### src/rtl/m_imem_loader.sv
// rtl/m_imem_loader.sv - length-prefixed byte stream loader for the 2048x32 instruction memory (optional trailing checksum: IMEM_LOADER_CSUM_EN)
module m_imem_loader #(
    parameter int ADDR_W = 11,
    parameter int DEPTH  = 2048
) (
    input  logic              w_clk,
    input  logic              w_rst,
    input  logic              w_rx_valid,
    input  logic [7:0]        w_rx_data,
    output logic              w_rx_ready,
    output logic              w_mem_we,
    output logic [ADDR_W-1:0] w_mem_addr,
    output logic [31:0]       w_mem_din,
    output logic              w_run,
    output logic              w_busy,
    output logic              w_err
);

    typedef enum logic [2:0] {
        S_CNT_HI,
        S_CNT_LO,
        S_DATA,
        S_WRITE,
        S_DONE,
        S_ERR,
        S_CSUM
    } state_t;

    localparam logic [16:0] DEPTH_L = 17'(DEPTH);

    state_t            state;
    logic [7:0]        cnt_hi_q;
    logic [ADDR_W:0]   n_q;
    logic [ADDR_W:0]   word_idx;
    logic [1:0]        byte_cnt;
    logic [31:0]       asm_q;
    logic              xfer;
    logic [15:0]       n_full;
`ifdef IMEM_LOADER_CSUM_EN
    logic [7:0]        csum_q;
`endif

    assign xfer   = w_rx_valid & w_rx_ready;
    assign n_full = {cnt_hi_q, w_rx_data};

    // Ready depends only on state; forced low while reset is asserted so no byte is lost in the reset cycle
    always_comb begin
        w_rx_ready = 1'b0;
        if (!w_rst) begin
            case (state)
                S_CNT_HI, S_CNT_LO, S_DATA, S_ERR, S_CSUM: w_rx_ready = 1'b1;
                default:                                   w_rx_ready = 1'b0;
            endcase
        end
    end

    // Loader FSM: count header, byte packing, one-cycle write strobe, terminal DONE/ERR
    always_ff @(posedge w_clk) begin
        if (w_rst) begin
            state      <= S_CNT_HI;
            cnt_hi_q   <= '0;
            n_q        <= '0;
            word_idx   <= '0;
            byte_cnt   <= '0;
            asm_q      <= '0;
            w_mem_we   <= 1'b0;
            w_mem_addr <= '0;
            w_mem_din  <= '0;
            w_run      <= 1'b0;
            w_busy     <= 1'b0;
            w_err      <= 1'b0;
`ifdef IMEM_LOADER_CSUM_EN
            csum_q     <= '0;
`endif
        end else begin
            w_mem_we <= 1'b0;
            case (state)
                S_CNT_HI: begin
                    if (xfer) begin
                        cnt_hi_q <= w_rx_data;
                        w_busy   <= 1'b1;
                        state    <= S_CNT_LO;
                    end
                end
                S_CNT_LO: begin
                    if (xfer) begin
                        if (n_full == 16'd0) begin
`ifdef IMEM_LOADER_CSUM_EN
                            state  <= S_CSUM;
`else
                            state  <= S_DONE;
                            w_run  <= 1'b1;
                            w_busy <= 1'b0;
`endif
                        end else if ({1'b0, n_full} > DEPTH_L) begin
                            state  <= S_ERR;
                            w_err  <= 1'b1;
                            w_busy <= 1'b0;
                        end else begin
                            n_q   <= n_full[ADDR_W:0];
                            state <= S_DATA;
                        end
                    end
                end
                S_DATA: begin
                    if (xfer) begin
                        asm_q    <= {asm_q[23:0], w_rx_data};
                        byte_cnt <= byte_cnt + 2'd1;
`ifdef IMEM_LOADER_CSUM_EN
                        csum_q   <= csum_q ^ w_rx_data;
`endif
                        if (byte_cnt == 2'd3) begin
                            w_mem_we   <= 1'b1;
                            w_mem_addr <= word_idx[ADDR_W-1:0];
                            w_mem_din  <= {asm_q[23:0], w_rx_data};
                            state      <= S_WRITE;
                        end
                    end
                end
                S_WRITE: begin
                    word_idx <= word_idx + 1'b1;
                    if (word_idx + 1'b1 == n_q) begin
`ifdef IMEM_LOADER_CSUM_EN
                        state  <= S_CSUM;
`else
                        state  <= S_DONE;
                        w_run  <= 1'b1;
                        w_busy <= 1'b0;
`endif
                    end else begin
                        state <= S_DATA;
                    end
                end
`ifdef IMEM_LOADER_CSUM_EN
                S_CSUM: begin
                    if (xfer) begin
                        w_busy <= 1'b0;
                        if (w_rx_data == csum_q) begin
                            state <= S_DONE;
                            w_run <= 1'b1;
                        end else begin
                            state <= S_ERR;
                            w_err <= 1'b1;
                        end
                    end
                end
`endif
                default: state <= state;
            endcase
        end
    end

endmodule
### config.mk
export PLATFORM = sky130hd
export DESIGN_NAME = m_imem_loader
export DESIGN_NICKNAME = d
export VERILOG_FILES = /design/src/rtl/m_imem_loader.sv
export SDC_FILE = /design/constraint.sdc
export NUM_CORES = 1
export LEC_CHECK = 0
export ABC_AREA = 0
export CORE_ASPECT_RATIO = 1.5
export CORE_MARGIN = 4
export CORE_UTILIZATION = 59
export DETAILED_ROUTE_END_ITERATION = 12
export PLACE_DENSITY = 0.85
export SKIP_CTS_REPAIR_TIMING = 1
export SYNTH_ARGS = -nofsm -noshare
export SYNTH_HDL_FRONTEND = slang
export SYNTH_SLANG_ARGS = --single-unit
### constraint.sdc
create_clock -name w_clk -period 6.05 [get_ports w_clk]
set_input_delay 1.21 -clock w_clk [delete_from_list [all_inputs] [get_ports w_clk]]
set_output_delay 1.21 -clock w_clk [all_outputs]
set_load 0.05 [all_outputs]
==> flow_summary.yaml <==
setup_path:
  criticalPathCategory: "input pin to output port"
  crit_fanout: 2
  rr_startpoint: "word_idx[0]$_SDFFE_PP0P_"
  worstSetupStartpointType: "input pin"
  crit_slowest_cell: "clkdlybuf4s50_1"
  slowest_delay_ns: 0.89
  rrSetupSlack_ns: 3.67
  critical-path-top-delay-family: "buffers and inverters"
  crit_arrival_ns: 2.60
  crit_chain: "buf_2, a211oi_1, clkdlybuf4s50_1"
  end_kind: "output port"
  cp.buffers_inverters: 2
  cp-startpoint: "w_rst"
  required_ns: 4.84
timing:
  setup_viol: 0
  holdWs_ns: 0.457
  timing.fmax_mhz: 262
  skew_ns: 0.00655
  rsz0062_at_grt: "no"
  relSlewSlack_pct: 19.1
  finalWorstSetupSlack_ns: 2.24
  hold_viol: 0
  period_minus_slack_ns: 3.81
  worst_pin_slew_ns: 1.20
  setup_tns_ns: 0
  slew_violations: 0
  fin_crit_sh_pct: 63.0
final_layout:
  fin_util_pct: 71.3
  nets: 579
  final_cell_area_sq_um: 5220
  final_layout_size_suffix_gt1_share_pct: 5.25
  num_antenna_cells: 0
  layout.cells.non_filler: 671
  area_growth_pct: 16.8
  fillers: 620
floorplan:
  die_x_um: 79.1
  initial_core_util_pct: 61.1
  dieArea_sq_um: 9070
  core_sq_um: 7320
  rows: 38
  dieHeight_um: 115
  io_pins: 59
routing:
  wl_per_cell_um: 14.8
  avgViaCountPerCell: 5.41
  first_pass_iters: 5
  wl_met2_um: 5360
  highest_layer: "met4"
  wl_met1_um: 4020
  drc: 0
  met3_wirelength_um: 327
  vias: 3631
  drt_wl_total_um: 9920
  drtIter0Drc: 235
  ant_nets: 0
power_and_ir_drop:
  power_density_nw_per_um2: 235
  p_leak_nw: 1.97
  total_power_mw: 1.23
  peakVddDrop_v: 0.000181
logic_synthesis:
  yosysUniqueCellTypes: 45
  ys_ff_latch: 108
  synth_edf_count: 0
  synthCells: 531
  yosysMostFrequentCell: "nand2_1"
  syn_nets: 544
  yosysTopAreaCellShare_pct: 48.3
  ys_seq_area_share_pct: 48.3
  synth_warnings: 0
  async_flop_share_pct: 0
  synthFlopType: "dfxtp_1"
  ys_top_cells_by_area: "dfxtp_1 (48%), nand2_1 (13%), a21oi_1 (6.5%)"
  synth_area_sq_um: 4470
  syn_avg_cell_area_sq_um: 8.42
  yosys.area.top_type: "dfxtp_1"
  ys_top_cells_by_count: "nand2_1 (151), dfxtp_1 (108), a21oi_1 (58)"
clock_tree:
  cts_buffer_depth: 2
  clock_latency_ns: 0.36
  cts_tree: "built"
  cts.clk_slew.worst_paths_ns: 0.09
  cts_buffers: 9
  cts.sinks: 108
  cts_root_buf: "clkbuf_8"
  h-tree-depth: 3
place:
  dp_slack_ns: 2.26
  placed_area_sq_um: 5020
  hpwl_um: 6830
  gp_congestion: 0.924
  place_inst: 655
  io_buffer_count: 58
global_routing:
  grt_max_degree: 108
  antenna_found_initial: 0
  grt_overflow: 0
  grt_pass1_vias: 3560
  grt_pass1_wl_um: 16400
  track_usage_pct: 22.8
hold_path:
  hold_start: "w_mem_addr[4]$_SDFFE_PP0P_"
  holdCritPathClass: "register to register"
run:
  drv_cap: 0
run_status:
  status: "completed"
[power by group]
part	switching [mW]	internal [mW]	leakage, nW	total (mW)
sequential	0.00713	0.716	0.871	0.723
combinational	0.0368	0.0238	0.992	0.0606
clock	0.229	0.213	0.102	0.442
[metal layers]
metal	global-route usage, %	vias up
li1	-	1835
met4	8.49	0
met3	4.57	18
met2	42.1	79
met1	25.6	1699
met5	0	-
[cells in the final DEF, fill, tap and decap left out, types with 2 or more instances in the layout]
| master | Yosys | final |
|---|---|---|
| nand2_1 | 151 | 151 |
| dfxtp_1 | 108 | 108 |
| a21oi_1 | 58 | 58 |
| clkdlybuf4s50_1 | 0 | 57 |
| nor2_1 | 35 | 35 |
| nand3b_1 | 25 | 25 |
| mux2i_1 | 20 | 20 |
| xor2_1 | 14 | 14 |
| clkbuf_8 | 0 | 11 |
| nand3_1 | 9 | 9 |
| xnor2_1 | 9 | 9 |
| o21ai_0 | 6 | 6 |
| nand2b_1 | 5 | 5 |
| inv_1 | 4 | 4 |
| nor4_1 | 5 | 4 |
| nand4_1 | 4 | 4 |
| and4_1 | 3 | 3 |
| and3b_1 | 3 | 3 |
| and3_1 | 3 | 3 |
| buf_4 | 4 | 3 |
| nor3b_1 | 2 | 2 |
| a211oi_1 | 2 | 2 |
| nor4_4 | 2 | 2 |
| nor3_1 | 2 | 2 |
| o22ai_1 | 2 | 2 |
| and2_1 | 2 | 2 |
| a311oi_1 | 2 | 2 |
| ha_1 | 2 | 2 |
| clkinv_2 | 0 | 2 |
[worst reg2reg max path, delay by kind of cell, from the launching register on]
kind	cells	cell delay, ns
compound gates	2	0.48
xor+xnor	1	0.17
fa+ha+maj	1	0.32
flops	1	0.49
simple gates	3	0.84
[kinds of logic after synthesis]
kind of cell	Yosys count	synth area share [%]
xor+xnor	23	4.50
simple gates	258	27.7
compound gates	76	9.43
fa+ha+maj	3	0.783
flops	108	48.3
mux	21	4.73
buf+inv	42	4.50
[area by class of cell]
class                           instances  area, sq um  area share, %
Clock buffer                           12          155           2.97
Clock inverter                          4         47.5          0.911
Inverter                                5         18.8          0.359
Multi-Input combinational cell        381         2110           40.5
Sequential cell                       108         2160           41.4
Tap cell                              100          125           2.40
Timing Repair Buffer                   61          598           11.5
[flip-flops by register name, indices dropped and copies added (netlist names), 2 cells and up]
signal / flops
w_mem_din: 32
asm_q: 24
n_q: 12
word_idx: 12
w_mem_addr: 11
cnt_hi_q: 8
state: 3
byte_cnt: 2
[worst paths after layout]
| check | depth (start not counted) | end |
|---|---|---|
| setup reg to reg | 7 | w_run$_SDFFE_PP0P_ |
| hold / removal | 2 | w_mem_addr[4]$_SDFFE_PP0P_ |
| setup / recovery | 3 | w_rx_ready |
| hold reg to reg | 2 | w_mem_addr[4]$_SDFFE_PP0P_ |
Power figures use the tool's default switching activity.
